<file path="config.mk">
export PLATFORM = sky130hd
export DESIGN_NAME = mem_line_initiator_flat
export DESIGN_NICKNAME = d
export VERILOG_FILES = /design/src/rtl/mem_line_initiator_if.sv /design/src/rtl/mem_line_initiator.sv /design/src/flat_wrapper.sv
export SDC_FILE = /design/constraint.sdc
export NUM_CORES = 1
export LEC_CHECK = 0
export ABC_AREA = 1
export CAP_MARGIN = 20
export CORE_AREA = 5 5 205 207
export DETAILED_ROUTE_END_ITERATION = 10
export DIE_AREA = 0 0 210 212
export GPL_TIMING_DRIVEN = 0
export PLACE_DENSITY = 0.76
export SLEW_MARGIN = 30
export SYNTH_ARGS = -nofsm -noshare
export SYNTH_HDL_FRONTEND = slang
export SYNTH_SLANG_ARGS = --single-unit
</file>
<file path="constraint.sdc">
create_clock -name clock -period 3.21 [get_ports clock]
set_input_delay 0.321 -clock clock [delete_from_list [all_inputs] [get_ports clock]]
set_output_delay 0.321 -clock clock [all_outputs]
set_load 0.01 [all_outputs]
</file>
<file path="src/rtl/mem_line_initiator_if.sv">
// Cache-side request/response and memory-side command/data bundle for mem_line_initiator.
// The slave modport is the initiator's view; the master modport is the cache+memory environment.
interface mem_line_initiator_if #(
  parameter int ADDR_WIDTH = 12
);
  logic                  Req_Valid;
  logic [1:0]            Req_Op;
  logic [ADDR_WIDTH+1:0] Req_Address;
  logic [127:0]          Req_LineData;
  logic [31:0]           Req_WordData;
  logic [3:0]            Req_WordBE;
  logic                  Req_Ready;
  logic                  Rsp_Valid;
  logic [127:0]          Rsp_Line;
  logic [31:0]           Rsp_Word;
  logic                  Rsp_CritValid;
  logic [ADDR_WIDTH+1:0] M_Address;
  logic                  M_ReadLine;
  logic                  M_ReadWord;
  logic                  M_LineInReady;
  logic                  M_WordInReady;
  logic [3:0]            M_WordInBE;
  logic [127:0]          M_DataOut;
  logic [31:0]           M_DataIn;
  logic [1:0]            M_DataInOffset;
  logic                  M_Ready;
  logic                  Stray_Ready;

  modport slave (
    input  Req_Valid, Req_Op, Req_Address, Req_LineData, Req_WordData, Req_WordBE,
    input  M_DataIn, M_DataInOffset, M_Ready,
    output Req_Ready, Rsp_Valid, Rsp_Line, Rsp_Word, Rsp_CritValid,
    output M_Address, M_ReadLine, M_ReadWord, M_LineInReady, M_WordInReady,
    output M_WordInBE, M_DataOut, Stray_Ready
  );

  modport master (
    output Req_Valid, Req_Op, Req_Address, Req_LineData, Req_WordData, Req_WordBE,
    output M_DataIn, M_DataInOffset, M_Ready,
    input  Req_Ready, Rsp_Valid, Rsp_Line, Rsp_Word, Rsp_CritValid,
    input  M_Address, M_ReadLine, M_ReadWord, M_LineInReady, M_WordInReady,
    input  M_WordInBE, M_DataOut, Stray_Ready
  );
endinterface

</file>
<file path="src/rtl/mem_line_initiator.sv">
// One-at-a-time cache-to-BRAM initiator: line fill/writeback, uncached word read/write.
// Command one cycle after accept, response one cycle after the last beat; Req_Ready is low while busy.
module mem_line_initiator #(
  parameter int ADDR_WIDTH = 12
) (
  input  logic                 clock,
  input  logic                 reset,
  mem_line_initiator_if.slave  bus
);
  localparam int WA = ADDR_WIDTH + 2;
  localparam logic [1:0] OP_FILL = 2'b00;
  localparam logic [1:0] OP_WB   = 2'b01;
  localparam logic [1:0] OP_URD  = 2'b10;
  localparam logic [1:0] OP_UWR  = 2'b11;

  typedef enum logic [2:0] {S_IDLE, S_RD_CMD, S_RD_WAIT, S_WR_WAIT, S_DONE} state_t;

  state_t         r_state, w_state;
  logic [1:0]     r_op, w_op;
  logic [1:0]     r_beat_cnt, w_beat_cnt;
  logic           r_req_ready, w_req_ready;
  logic           r_rsp_valid, w_rsp_valid;
  logic           r_crit_valid, w_crit_valid;
  logic [127:0]   r_rsp_line, w_rsp_line;
  logic [31:0]    r_rsp_word, w_rsp_word;
  logic [WA-1:0]  r_m_addr, w_m_addr;
  logic           r_rd_line, w_rd_line;
  logic           r_rd_word, w_rd_word;
  logic           r_line_in_rdy, w_line_in_rdy;
  logic           r_word_in_rdy, w_word_in_rdy;
  logic [3:0]     r_be_out, w_be_out;
  logic [127:0]   r_data_out, w_data_out;
  logic           r_stray, w_stray;

  always_comb begin
    w_state       = r_state;
    w_op          = r_op;
    w_beat_cnt    = r_beat_cnt;
    w_req_ready   = r_req_ready;
    w_rsp_valid   = 1'b0;
    w_crit_valid  = 1'b0;
    w_rsp_line    = r_rsp_line;
    w_rsp_word    = r_rsp_word;
    w_m_addr      = r_m_addr;
    w_rd_line     = 1'b0;
    w_rd_word     = 1'b0;
    w_line_in_rdy = r_line_in_rdy;
    w_word_in_rdy = r_word_in_rdy;
    w_be_out      = r_be_out;
    w_data_out    = r_data_out;
    w_stray       = r_stray;
    case (r_state)
      S_IDLE: begin
        w_req_ready = 1'b1;
        if (bus.M_Ready) w_stray = 1'b1;
        if (bus.Req_Valid && r_req_ready) begin
          w_op        = bus.Req_Op;
          w_m_addr    = bus.Req_Address;
          w_beat_cnt  = 2'd0;
          w_req_ready = 1'b0;
          case (bus.Req_Op)
            OP_FILL: begin w_state = S_RD_CMD; w_rd_line = 1'b1; end
            OP_URD:  begin w_state = S_RD_CMD; w_rd_word = 1'b1; end
            OP_WB: begin
              w_state       = S_WR_WAIT;
              w_line_in_rdy = 1'b1;
              w_data_out    = bus.Req_LineData;
              w_be_out      = 4'b0000;
            end
            default: begin
              w_state       = S_WR_WAIT;
              w_word_in_rdy = 1'b1;
              w_data_out    = {96'b0, bus.Req_WordData};
              w_be_out      = bus.Req_WordBE;
            end
          endcase
        end
      end
      S_RD_CMD: begin
        if (bus.M_Ready) w_stray = 1'b1;
        w_state = S_RD_WAIT;
      end
      S_RD_WAIT: begin
        if (bus.M_Ready) begin
          // Beats are placed by their offset tag, so delivery order does not matter.
          w_rsp_line[{~bus.M_DataInOffset, 5'b00000} +: 32] = bus.M_DataIn;
          w_beat_cnt = r_beat_cnt + 2'd1;
          if (r_op == OP_URD || bus.M_DataInOffset == r_m_addr[1:0]) begin
            w_rsp_word   = bus.M_DataIn;
            w_crit_valid = 1'b1;
          end
          if (r_op == OP_URD || r_beat_cnt == 2'd3) begin
            w_state     = S_DONE;
            w_rsp_valid = 1'b1;
          end
        end
      end
      S_WR_WAIT: begin
        if (bus.M_Ready) begin
          // Strobe drops with the response so the memory cannot re-trigger on return to idle.
          w_line_in_rdy = 1'b0;
          w_word_in_rdy = 1'b0;
          w_data_out    = '0;
          w_be_out      = 4'b0000;
          w_rsp_valid   = 1'b1;
          w_state       = S_DONE;
        end
      end
      S_DONE: begin
        if (bus.M_Ready) w_stray = 1'b1;
        w_state     = S_IDLE;
        w_req_ready = 1'b1;
        w_m_addr    = '0;
      end
      default: begin
        w_state     = S_IDLE;
        w_req_ready = 1'b1;
      end
    endcase
  end

  always_ff @(posedge clock) begin
    if (reset) begin
      r_state       <= S_IDLE;
      r_op          <= 2'b00;
      r_beat_cnt    <= 2'd0;
      r_req_ready   <= 1'b1;
      r_rsp_valid   <= 1'b0;
      r_crit_valid  <= 1'b0;
      r_rsp_line    <= '0;
      r_rsp_word    <= '0;
      r_m_addr      <= '0;
      r_rd_line     <= 1'b0;
      r_rd_word     <= 1'b0;
      r_line_in_rdy <= 1'b0;
      r_word_in_rdy <= 1'b0;
      r_be_out      <= 4'b0000;
      r_data_out    <= '0;
      r_stray       <= 1'b0;
    end else begin
      r_state       <= w_state;
      r_op          <= w_op;
      r_beat_cnt    <= w_beat_cnt;
      r_req_ready   <= w_req_ready;
      r_rsp_valid   <= w_rsp_valid;
      r_crit_valid  <= w_crit_valid;
      r_rsp_line    <= w_rsp_line;
      r_rsp_word    <= w_rsp_word;
      r_m_addr      <= w_m_addr;
      r_rd_line     <= w_rd_line;
      r_rd_word     <= w_rd_word;
      r_line_in_rdy <= w_line_in_rdy;
      r_word_in_rdy <= w_word_in_rdy;
      r_be_out      <= w_be_out;
      r_data_out    <= w_data_out;
      r_stray       <= w_stray;
    end
  end

  assign bus.Req_Ready     = r_req_ready;
  assign bus.Rsp_Valid     = r_rsp_valid;
  assign bus.Rsp_Line      = r_rsp_line;
  assign bus.Rsp_Word      = r_rsp_word;
  assign bus.Rsp_CritValid = r_crit_valid;
  assign bus.M_Address     = r_m_addr;
  assign bus.M_ReadLine    = r_rd_line;
  assign bus.M_ReadWord    = r_rd_word;
  assign bus.M_LineInReady = r_line_in_rdy;
  assign bus.M_WordInReady = r_word_in_rdy;
  assign bus.M_WordInBE    = r_be_out;
  assign bus.M_DataOut     = r_data_out;
  assign bus.Stray_Ready   = r_stray;
endmodule

</file>
<file path="src/flat_wrapper.sv">
// flat-port wrapper written by rule: the top's interface ports become plain ports
module mem_line_initiator_flat 
#(
  parameter int ADDR_WIDTH = 12
)
  (clock, reset, bus_Req_Valid, bus_Req_Op, bus_Req_Address, bus_Req_LineData, bus_Req_WordData, bus_Req_WordBE, bus_M_DataIn, bus_M_DataInOffset, bus_M_Ready, bus_Req_Ready, bus_Rsp_Valid, bus_Rsp_Line, bus_Rsp_Word, bus_Rsp_CritValid, bus_M_Address, bus_M_ReadLine, bus_M_ReadWord, bus_M_LineInReady, bus_M_WordInReady, bus_M_WordInBE, bus_M_DataOut, bus_Stray_Ready);
  mem_line_initiator_if #(.ADDR_WIDTH(ADDR_WIDTH)) bus_i ();
  input  logic clock;
  input  logic reset;
  input wire logic [$bits(bus_i.Req_Valid)-1:0] bus_Req_Valid;
  input wire logic [$bits(bus_i.Req_Op)-1:0] bus_Req_Op;
  input wire logic [$bits(bus_i.Req_Address)-1:0] bus_Req_Address;
  input wire logic [$bits(bus_i.Req_LineData)-1:0] bus_Req_LineData;
  input wire logic [$bits(bus_i.Req_WordData)-1:0] bus_Req_WordData;
  input wire logic [$bits(bus_i.Req_WordBE)-1:0] bus_Req_WordBE;
  input wire logic [$bits(bus_i.M_DataIn)-1:0] bus_M_DataIn;
  input wire logic [$bits(bus_i.M_DataInOffset)-1:0] bus_M_DataInOffset;
  input wire logic [$bits(bus_i.M_Ready)-1:0] bus_M_Ready;
  output wire logic [$bits(bus_i.Req_Ready)-1:0] bus_Req_Ready;
  output wire logic [$bits(bus_i.Rsp_Valid)-1:0] bus_Rsp_Valid;
  output wire logic [$bits(bus_i.Rsp_Line)-1:0] bus_Rsp_Line;
  output wire logic [$bits(bus_i.Rsp_Word)-1:0] bus_Rsp_Word;
  output wire logic [$bits(bus_i.Rsp_CritValid)-1:0] bus_Rsp_CritValid;
  output wire logic [$bits(bus_i.M_Address)-1:0] bus_M_Address;
  output wire logic [$bits(bus_i.M_ReadLine)-1:0] bus_M_ReadLine;
  output wire logic [$bits(bus_i.M_ReadWord)-1:0] bus_M_ReadWord;
  output wire logic [$bits(bus_i.M_LineInReady)-1:0] bus_M_LineInReady;
  output wire logic [$bits(bus_i.M_WordInReady)-1:0] bus_M_WordInReady;
  output wire logic [$bits(bus_i.M_WordInBE)-1:0] bus_M_WordInBE;
  output wire logic [$bits(bus_i.M_DataOut)-1:0] bus_M_DataOut;
  output wire logic [$bits(bus_i.Stray_Ready)-1:0] bus_Stray_Ready;
  assign bus_i.Req_Valid = bus_Req_Valid;
  assign bus_i.Req_Op = bus_Req_Op;
  assign bus_i.Req_Address = bus_Req_Address;
  assign bus_i.Req_LineData = bus_Req_LineData;
  assign bus_i.Req_WordData = bus_Req_WordData;
  assign bus_i.Req_WordBE = bus_Req_WordBE;
  assign bus_i.M_DataIn = bus_M_DataIn;
  assign bus_i.M_DataInOffset = bus_M_DataInOffset;
  assign bus_i.M_Ready = bus_M_Ready;
  assign bus_Req_Ready = bus_i.Req_Ready;
  assign bus_Rsp_Valid = bus_i.Rsp_Valid;
  assign bus_Rsp_Line = bus_i.Rsp_Line;
  assign bus_Rsp_Word = bus_i.Rsp_Word;
  assign bus_Rsp_CritValid = bus_i.Rsp_CritValid;
  assign bus_M_Address = bus_i.M_Address;
  assign bus_M_ReadLine = bus_i.M_ReadLine;
  assign bus_M_ReadWord = bus_i.M_ReadWord;
  assign bus_M_LineInReady = bus_i.M_LineInReady;
  assign bus_M_WordInReady = bus_i.M_WordInReady;
  assign bus_M_WordInBE = bus_i.M_WordInBE;
  assign bus_M_DataOut = bus_i.M_DataOut;
  assign bus_Stray_Ready = bus_i.Stray_Ready;
  mem_line_initiator #(.ADDR_WIDTH(ADDR_WIDTH)) u_core (.clock(clock), .reset(reset), .bus(bus_i));
endmodule
</file>
==> results of run 1 <==
-- kinds of logic (layout without fill, tap and decap cells) --
family | Yosys count | after routing | synth area share (%)
buffers and inverters | 287 | 881 | 8.36
AO/OA/AOI/OAI | 193 | 193 | 6.93
other | 0 | 4 | 0
flip-flops | 321 | 321 | 45.9
adder cells (fa/ha/maj) | 6 | 6 | 0.536
AND/OR/NAND/NOR | 1325 | 1325 | 38.3
-- worst max-delay path, delay by kind of cell --
| family | cells | cell delay [ns] |
|---|---|---|
| AO/OA/AOI/OAI | 1 | 0.14 |
| adder cells (fa/ha/maj) | 1 | 0.43 |
| buffers and inverters | 4 | 1.75 |
| AND/OR/NAND/NOR | 3 | 0.69 |
-- flip-flops by register name, indices dropped and copies added (netlist names) --
signal and count:
u_core.bus.M_ReadLine 1, u_core.bus.Rsp_Valid 1, u_core.bus.M_WordInReady 1, u_core.r_beat_cnt 2, u_core.bus.Rsp_Word 32, u_core.bus.Stray_Ready 1, u_core.bus.M_WordInBE 4, u_core.bus.Rsp_Line 128
u_core.bus.Rsp_CritValid 1, u_core.bus.M_Address 14, u_core.bus.M_DataOut 128, u_core.bus.M_ReadWord 1, u_core.bus.Req_Ready 1, u_core.r_state 3, u_core.r_op 2, u_core.bus.M_LineInReady 1
-- per-layer routing --
metal | vias to the layer above | share of wire (%) | global-route usage, %
met5 | - | 0 | 0
met4 | 0 | 4.6 | 10.8
met3 | 149 | 9.1 | 6.49
met2 | 717 | 46 | 41.1
met1 | 7422 | 40 | 31.2
li1 | 7817 | - | -
-- report_power, final --
part           total [mW]  leakage [nW]  internal, mW  switching, mW
combinational        5.86          5.50          2.48           3.38
clock                4.27         0.600          2.56           1.72
sequential           5.22          2.61          4.76          0.467
-- layout make-up --
| class | count | area [um2] |
|---|---|---|
| antenna | 4 | 10.0 |
| buffer | 160 | 694 |
| clock buffer | 54 | 1070 |
| clock inverter | 10 | 151 |
| fill | 3921 | 19000 |
| inverter | 127 | 477 |
| multi-input combinational | 1524 | 6420 |
| sequential | 321 | 6430 |
| tap | 532 | 666 |
| timing repair buffer | 530 | 5310 |
-- worst max-delay path by stage --
stage	start	to	slack [ns]	cells after the start
floorplan	bus_M_DataInOffset[0]	u_core.bus.Rsp_Line[78]	1.36	8
global placement	bus_M_DataInOffset[0]	u_core.bus.Rsp_Line[81]	-0.02	9
detailed placement	bus_M_DataInOffset[0]	u_core.bus.Rsp_Line[78]	-0.08	9
CTS	bus_M_DataInOffset[0]	u_core.bus.Rsp_Line[78]	0.50	9
global route	bus_M_DataInOffset[0]	u_core.bus.Rsp_Line[79]	0.24	9
finish	bus_M_DataInOffset[0]	u_core.bus.Rsp_Line[78]	0.33	9
-- cell usage in the layout, fill, tap and decap left out, types with 2 or more instances in the layout --
cell / count
nor3_1: 5
nand4_1: 2
nor2_4: 2
clkinv_8: 2
nand2_2: 3
ha_1: 6
buf_1: 10
nor2_2: 6
bufinv_16: 3
nand3_1: 267
o21ai_0: 17
clkbuf_1: 86
o21ai_1: 4
buf_2: 71
nand2_1: 595
nor2_1: 442
a21oi_1: 170
dfxtp_1: 321
clkdlybuf4s50_1: 530
clkbuf_16: 37
inv_1: 122
inv_2: 4
clkbuf_8: 8
clkinv_2: 4
diode_2: 4
-- metrics by stage --
step           std cells  hold WS (ns)  total power [mW]
6_report            3262        0.0562              15.4
5_1_grt             3262        0.0561              16.2
4_1_cts             3258        0.0335              15.4
3_5_place_dp        3194         0.439              11.1
3_3_place_gp        3194         0.430              11.0
2_1_floorplan       2132         0.400              8.21
==> results.json, run 1 <==
{
  "drv_slew": 0,
  "ctsHtreeMaxLevel": 2,
  "worst_setup_path_end_kind": "flop",
  "synth_area_leaders": "dfxtp_1 46%, nand2_1 16%, nor2_1 12%",
  "cts_buffers": 37,
  "placed_cell_area_um2": 20000,
  "avgSynthCellArea_um2": 6.57,
  "grt_setup_unrepaired": "no",
  "yosys_warnings": 0,
  "finalHoldViolCount": 0,
  "antenna_found_initial": 5,
  "hold_buffers": 0,
  "crit_chain": "clkdlybuf4s50_1, clkinv_1, clkbuf_1, ha_1, nand4_1, clkbuf_1, nor2_1, nand2_1, a21oi_1",
  "fin_nets": 2925,
  "clkLatencyLatePin_ns": 0.54,
  "synth_edf_count": 0,
  "vias": 16105,
  "synth_top_area_cell": "dfxtp_1",
  "syn_area_um2": 14000,
  "tns_ns": 0,
  "cp_slowest_cell": "clkdlybuf4s50_1",
  "dp_hpwl_mm": 47.0,
  "ir_worst_vdd_v": 0.000370,
  "setup_viol": 0,
  "ys_ff_latch": 321,
  "r2r_slack_ns": 1.02,
  "utilization_pct": 52.8,
  "arrival_ns": 3.35,
  "core_um2": 40200,
  "post-route-period-util_pct": 89.8,
  "cts-resized-gates": 0,
  "timing_worst_slew_pin_value_ns": 0.805,
  "timing.final.ws_setup_ns": 0.328,
  "power.density_nw_per_um2": 724,
  "dp_slack_ns": -0.0770,
  "setup.worst_path.start_class": "input port",
  "rows": 74,
  "crit-reg2reg-launch": "u_core.r_state[0]",
  "viasPerCell": 4.94,
  "layout-drive-gt1-share_pct": 5.36,
  "rr_worst_depth": 10,
  "cts_sinks": 321,
  "path_clk_slew_ns": 0.06,
  "first_iter_violations": 1259,
  "worstPathRequired_ns": 3.68,
  "grtUsageTotal_pct": 25.0,
  "yosys-top-cells-count": "595 x nand2_1, 442 x nor2_1, 321 x dfxtp_1",
  "portBuffers": 530,
  "hold_start": "bus_Req_Op[0]",
  "ant_nets": 0,
  "relSlewSlack_pct": 46.3,
  "io_pins": 532,
  "drc": 0,
  "synth_top_area_share_pct": 45.9,
  "post_cts_buffers": 0,
  "dr.pass1.iters": 5,
  "yosysSeqAreaShare_pct": 45.9,
  "fin_skew_ns": 0.0110,
  "synthCells": 2132,
  "min_to": "u_core.bus.M_ReadWord",
  "dieWidth_um": 210,
  "critPathMaxStageDelay_ns": 0.63,
  "max_freq_mhz": 347,
  "status": "complete, no violations",
  "grt-ovfl-total": 0,
  "hp-class": "input port to flop",
  "clock-root-buffer": "clkbuf_16",
  "wire_per_inst_um": 18.2,
  "timing.rr.end": "u_core.bus.M_DataOut[113]",
  "area_growth_pct": 51.4,
  "gp_congestion": 0.990,
  "die_y_um": 212,
  "path_class": "input port to flop",
  "whs_path_depth": 2,
  "p_leak_nw": 8.71,
  "synth_cell_types": 26,
  "design_area_um2": 21200,
  "period_needed_ns": 2.88,
  "cts_max_path_buffers": 3,
  "grt_max_degree": 13,
  "max_cap_violations": 0,
  "synth_ff_type": "dfxtp_1",
  "grt_pass1_vias": 15132,
  "path_common_cell": "clkbuf_1",
  "wirelength_mm": 59.4,
  "die_area_um2": 44500,
  "cts_tree": "built",
  "crit_fanout": 11,
  "yosysMostFrequentCell": "nand2_1",
  "syn_nets": 2356,
  "start_util_pct": 34.9,
  "grt_pass1_wl_mm": 87.5,
  "synth-async-reset-ratio_pct": 0
}
No activity file was read; power rests on OpenSTA's default activity.
==> run 2: changes to the inputs <==
SLEW_MARGIN = 20   (was 30)
==> results of run 2 <==
The final DEF is identical to that of run 1; final timing and power are the same.
